**config.mk**
```make
export PLATFORM = sky130hd
export DESIGN_NAME = iob_rr_arbiter
export DESIGN_NICKNAME = d
export VERILOG_FILES = /design/src/rtl/iob_rr_arbiter.sv
export SDC_FILE = /design/constraint.sdc
export NUM_CORES = 1
export LEC_CHECK = 0
export ABC_CLOCK_PERIOD_IN_PS = 1300
export CAP_MARGIN = 20
export CORE_AREA = 2 2 121 123
export DETAILED_ROUTE_END_ITERATION = 6
export DIE_AREA = 0 0 123 125
export DONT_BUFFER_PORTS = 1
export SYNTH_ARGS = -nofsm -noshare
export SYNTH_HDL_FRONTEND = slang
export SYNTH_SLANG_ARGS = --single-unit
export TNS_END_PERCENT = 30
```
**constraint.sdc**
```tcl
create_clock -name clk -period 1.3 [get_ports clk]
set_input_delay 0.065 -clock clk [delete_from_list [all_inputs] [get_ports clk]]
set_output_delay 0.065 -clock clk [all_outputs]
set_load 0.1 [all_outputs]
```
**src/rtl/iob_rr_arbiter.sv**
```systemverilog
// Round-robin arbiter letting N_MASTERS IOb native masters share one slave.
// Define IOB_ARB_FIXED_PRIO_EN for fixed priority (lowest index wins, ptr tied to 0).
module iob_rr_arbiter #(
    parameter int N_MASTERS = 2,
    parameter int ADDR_W    = 32,
    parameter int DATA_W    = 32,
    localparam int REQ_W    = 1 + ADDR_W + DATA_W + DATA_W / 8,
    localparam int RESP_W   = DATA_W + 1
) (
    input  logic                          clk,
    input  logic                          rst,
    input  logic [N_MASTERS*REQ_W-1:0]    m_req,
    output logic [N_MASTERS*RESP_W-1:0]   m_resp,
    output logic [REQ_W-1:0]              s_req,
    input  logic [RESP_W-1:0]             s_resp,
    output logic [N_MASTERS-1:0]          grant,
    output logic                          busy
);
    localparam int IDX_W = (N_MASTERS > 1) ? $clog2(N_MASTERS) : 1;

    typedef enum logic {IDLE, BUSY} state_t;

    state_t               state;
    logic [IDX_W-1:0]     ptr;
    logic [IDX_W-1:0]     win;
    logic [IDX_W-1:0]     sel;
    logic                 any_vld;
    logic [N_MASTERS-1:0] vld;

    genvar i;
    generate
        for (i = 0; i < N_MASTERS; i++) begin : g_master
            assign vld[i] = m_req[i*REQ_W + REQ_W - 1];
            // Only the owner ever sees the slave response.
            assign m_resp[i*RESP_W +: RESP_W] = (busy && grant[i]) ? s_resp : '0;
        end
    endgenerate

    // First valid master at or after ptr, wrapping past the top index.
    always_comb begin
        any_vld = 1'b0;
        sel     = '0;
        for (int k = 0; k < N_MASTERS; k++) begin
            int idx;
            idx = int'(ptr) + k;
            if (idx >= N_MASTERS) idx = idx - N_MASTERS;
            if (!any_vld && vld[idx]) begin
                any_vld = 1'b1;
                sel     = IDX_W'(idx);
            end
        end
    end

`ifdef IOB_ARB_FIXED_PRIO_EN
    assign ptr = '0;
`else
    logic [IDX_W-1:0] ptr_nxt;
    assign ptr_nxt = (win == IDX_W'(N_MASTERS - 1)) ? '0 : win + IDX_W'(1);
`endif

    always_ff @(posedge clk or negedge rst) begin
        if (!rst) begin
            state <= IDLE;
            grant <= '0;
            busy  <= 1'b0;
            win   <= '0;
`ifndef IOB_ARB_FIXED_PRIO_EN
            ptr   <= '0;
`endif
        end else begin
            case (state)
                IDLE: begin
                    if (any_vld) begin
                        state <= BUSY;
                        busy  <= 1'b1;
                        win   <= sel;
                        grant <= N_MASTERS'(1) << sel;
                    end
                end
                BUSY: begin
                    // Completion depends only on slave ready, even if the owner dropped valid.
                    if (s_resp[0]) begin
                        state <= IDLE;
                        busy  <= 1'b0;
                        grant <= '0;
`ifndef IOB_ARB_FIXED_PRIO_EN
                        ptr   <= ptr_nxt;
`endif
                    end
                end
                default: begin
                    state <= IDLE;
                    busy  <= 1'b0;
                    grant <= '0;
                end
            endcase
        end
    end

    assign s_req = busy ? m_req[win*REQ_W +: REQ_W] : '0;

endmodule

```
==> results.cfg <==
[timing]
worstMarginPinSlew_ps = 286
setup_violations = 136
finalCriticalPeriod_ps = 1650
rsz0062_at_grt = true
fmax_mhz = 607
maxSlewViolCount = 0
hold_viol = 0
skew_ps = 1.85
setup_slack_ps = -347
slew-limit-headroom_pct = 80.4
post-route-period-util_pct = 127

[placed_design]
place.gp.congestion = 0.759
dp_hpwl_mm = 7.84
dpl_cell_area_um2 = 5310
dp_cells = 559
place.port_buffers = 0

[floorplanning]
chipHeight_um = 125
row_count = 44
core_um2 = 14200
initial_core_util_pct = 14.1
dieArea_um2 = 15400
die_x_um = 123
ios = 311

[cells_and_area]
instances_no_fill = 567
finalInstanceArea_um2 = 5680
antenna_cells = 0
finalNetCount = 558
synthToLayoutAreaGrowth_pct = 183
final_layout_size_suffix_gt1_share_pct = 70.8
fin_util_pct = 40.0

[critical_path]
cp_cell_sequence = clkbuf_16, mux2i_1, nor2b_4, buf_12
crit_slowest_cell = dfrtp_4
path_max_fanout = 23
max_stage_delay_ps = 490
worstPathRequired_ps = 1240
start_kind = register
cp.arrival_ps = 1580
cp_top_family = flip-flops
crit_type = register to output pin
crit_path_end_kind = output pin
crit_buf_inv = 2

[global_route]
overflow = 0
antenna_found_initial = 0
grt.total_usage_pct = 10.7
grt_max_degree = 75
grt_pass1_wl_mm = 13.2
grt_pass1_vias = 2598

[logic_synthesis]
avgSynthCellArea_um2 = 7.77
yosysUniqueCellTypes = 21
ys.warnings.count = 0
yosys_register_bits = 6
synth_common_cells = mux2i_1, nor2b_1, and3_1
synth_top_area_share_pct = 34.4
yosysTopAreaCell = mux2i_1
ys.flop_type = dfrtp_1
synth_edf_count = 0
synthesis.area_um2 = 2010
synthTopCellsByArea = mux2i_1, nor2b_1, and3_1
syn_nets = 431
async_flop_share_pct = 100
syn-instance-count = 258
synth.yosys.seq_area_share_pct = 7.49

[routing]
dr.pass1.iters = 4
ant_nets = 0
viasPerCell = 4.32
wl_met1_mm = 3.13
drc = 0
vias = 2451
highest_layer = met4
dr_wl_met2_mm = 5.72
wire_per_inst_um = 17.2
wirelength_mm = 9.76
dr.first_iter.drc_count = 54
wl_met3_um = 799

[power_and_ir_drop]
p_leak_nw = 2.55
power_density_nw_per_um2 = 1620
ir_drop_uv = 730

[clocking]
cts_buffers = 3
clk_latency_ps = 230
cts-htree-levels = 1
cts_max_path_buffers = 2
clk_pin_slew_ps = 30
tritoncts = done
root_buffer = clkbuf_16
clock-sinks = 6

[run_status]
violations = negative setup slack
status = finished with violations

[job]
drv_cap = 0

[worst_hold_path]
worstHoldPathType = input port to register
-- stage by stage --
stage / total power, mW / TNS, ps / hold slack [ps] / worst slack, ps
2_1_floorplan: 5.99 / -78110 / -231 / -834
3_3_place_gp: 8.26 / -2980 / -230 / -80.7
3_5_place_dp: 8.37 / -4670 / -230 / -121
4_1_cts: 8.96 / -29770 / 7.42 / -354
5_1_grt: 9.50 / -34940 / 23.5 / -399
6_report: 9.23 / -27570 / 10.7 / -347
-- state kept, by name (all words and copies together), names as in the netlist --
| signal | count |
|---|---|
| grant | 2 |
| busy | 1 |
| ptr | 1 |
| state | 1 |
| win | 1 |
-- worst paths after layout --
check | to | cells after the start | slack [ps] | start
worst max register to register | grant[0] | 2 | 140 | grant[0]
worst min register to register | ptr | 2 | 580 | ptr
worst min-delay path | state | 2 | 10 | m_req[137]
worst max-delay path | s_req[25] | 4 | -350 | win
max in group asynchronous | win | 1 | 910 | rst
min in group asynchronous | grant[0] | 1 | 140 | rst
-- report_power, final --
part	leakage (nW)	total, mW	switching [mW]	internal [mW]
Clock	0.0370	0.504	0.109	0.395
Combinational	2.45	8.38	5.20	3.19
Sequential	0.0666	0.342	0.105	0.238
-- area by class of cell --
| type | instances | area [µm²] |
|---|---|---|
| clock buffers | 3 | 75.1 |
| fillers | 1307 | 8520 |
| inverters | 1 | 3.75 |
| multi-input cells | 221 | 2270 |
| flip-flops and latches | 6 | 163 |
| well taps | 184 | 230 |
| repair buffers | 152 | 2950 |
-- worst reg2reg max path, stage by stage (launching register included) --
cell and delay, ps:
dfrtp_4 600, nor3b_1 190, a211o_1 260
-- repair_timing --
item | CTS | global route
endpoints found under the hold margin | 8 | 0
endpoints found under the setup margin | 137 | 137
pin swaps | 1 | 0
gates cloned | 0 | 1
hold buffers | 2 | 0
buffers inserted | 0 | 2
gates resized for setup | 11 | 43
-- routing by layer --
layer / global-route usage [%] / vias to the layer above
li1: - / 1146
met1: 10.3 / 1131
met2: 22.7 / 164
met3: 2.37 / 10
met4: 1.74 / 0
met5: 0 / -
-- cell usage in the layout (no fill, tap or decap) --
cell type / Yosys / routed
dfrtp_1: 6 / 2
nor3b_1: 1 / 1
buf_4: 1 / 6
mux2i_1: 69 / 31
nand2b_1: 2 / 2
dlygate4sd3_1: 0 / 2
nor2b_2: 0 / 19
mux2i_4: 0 / 5
and3_2: 0 / 1
nor2b_4: 0 / 50
and3_4: 1 / 4
nor3_1: 2 / 2
buf_16: 0 / 2
a211o_1: 1 / 1
a211oi_2: 1 / 1
nor2_1: 3 / 3
a31oi_1: 1 / 1
and3_1: 66 / 62
inv_1: 1 / 1
buf_8: 7 / 1
nand2_2: 1 / 1
mux2i_2: 0 / 33
buf_6: 1 / 2
buf_12: 0 / 138
dfrtp_4: 0 / 3
a21oi_1: 4 / 4
clkbuf_16: 0 / 4
dfrtp_2: 0 / 1
-- cell families (layout without fill, tap and decap cells) --
family	after synthesis	in the layout	synth area share [%]
simple gates	145	145	45.0
mux	69	69	34.4
buf+inv	31	156	10.7
compound gates	7	7	2.37
flops	6	6	7.49
No activity file was read; power rests on OpenSTA's default activity.
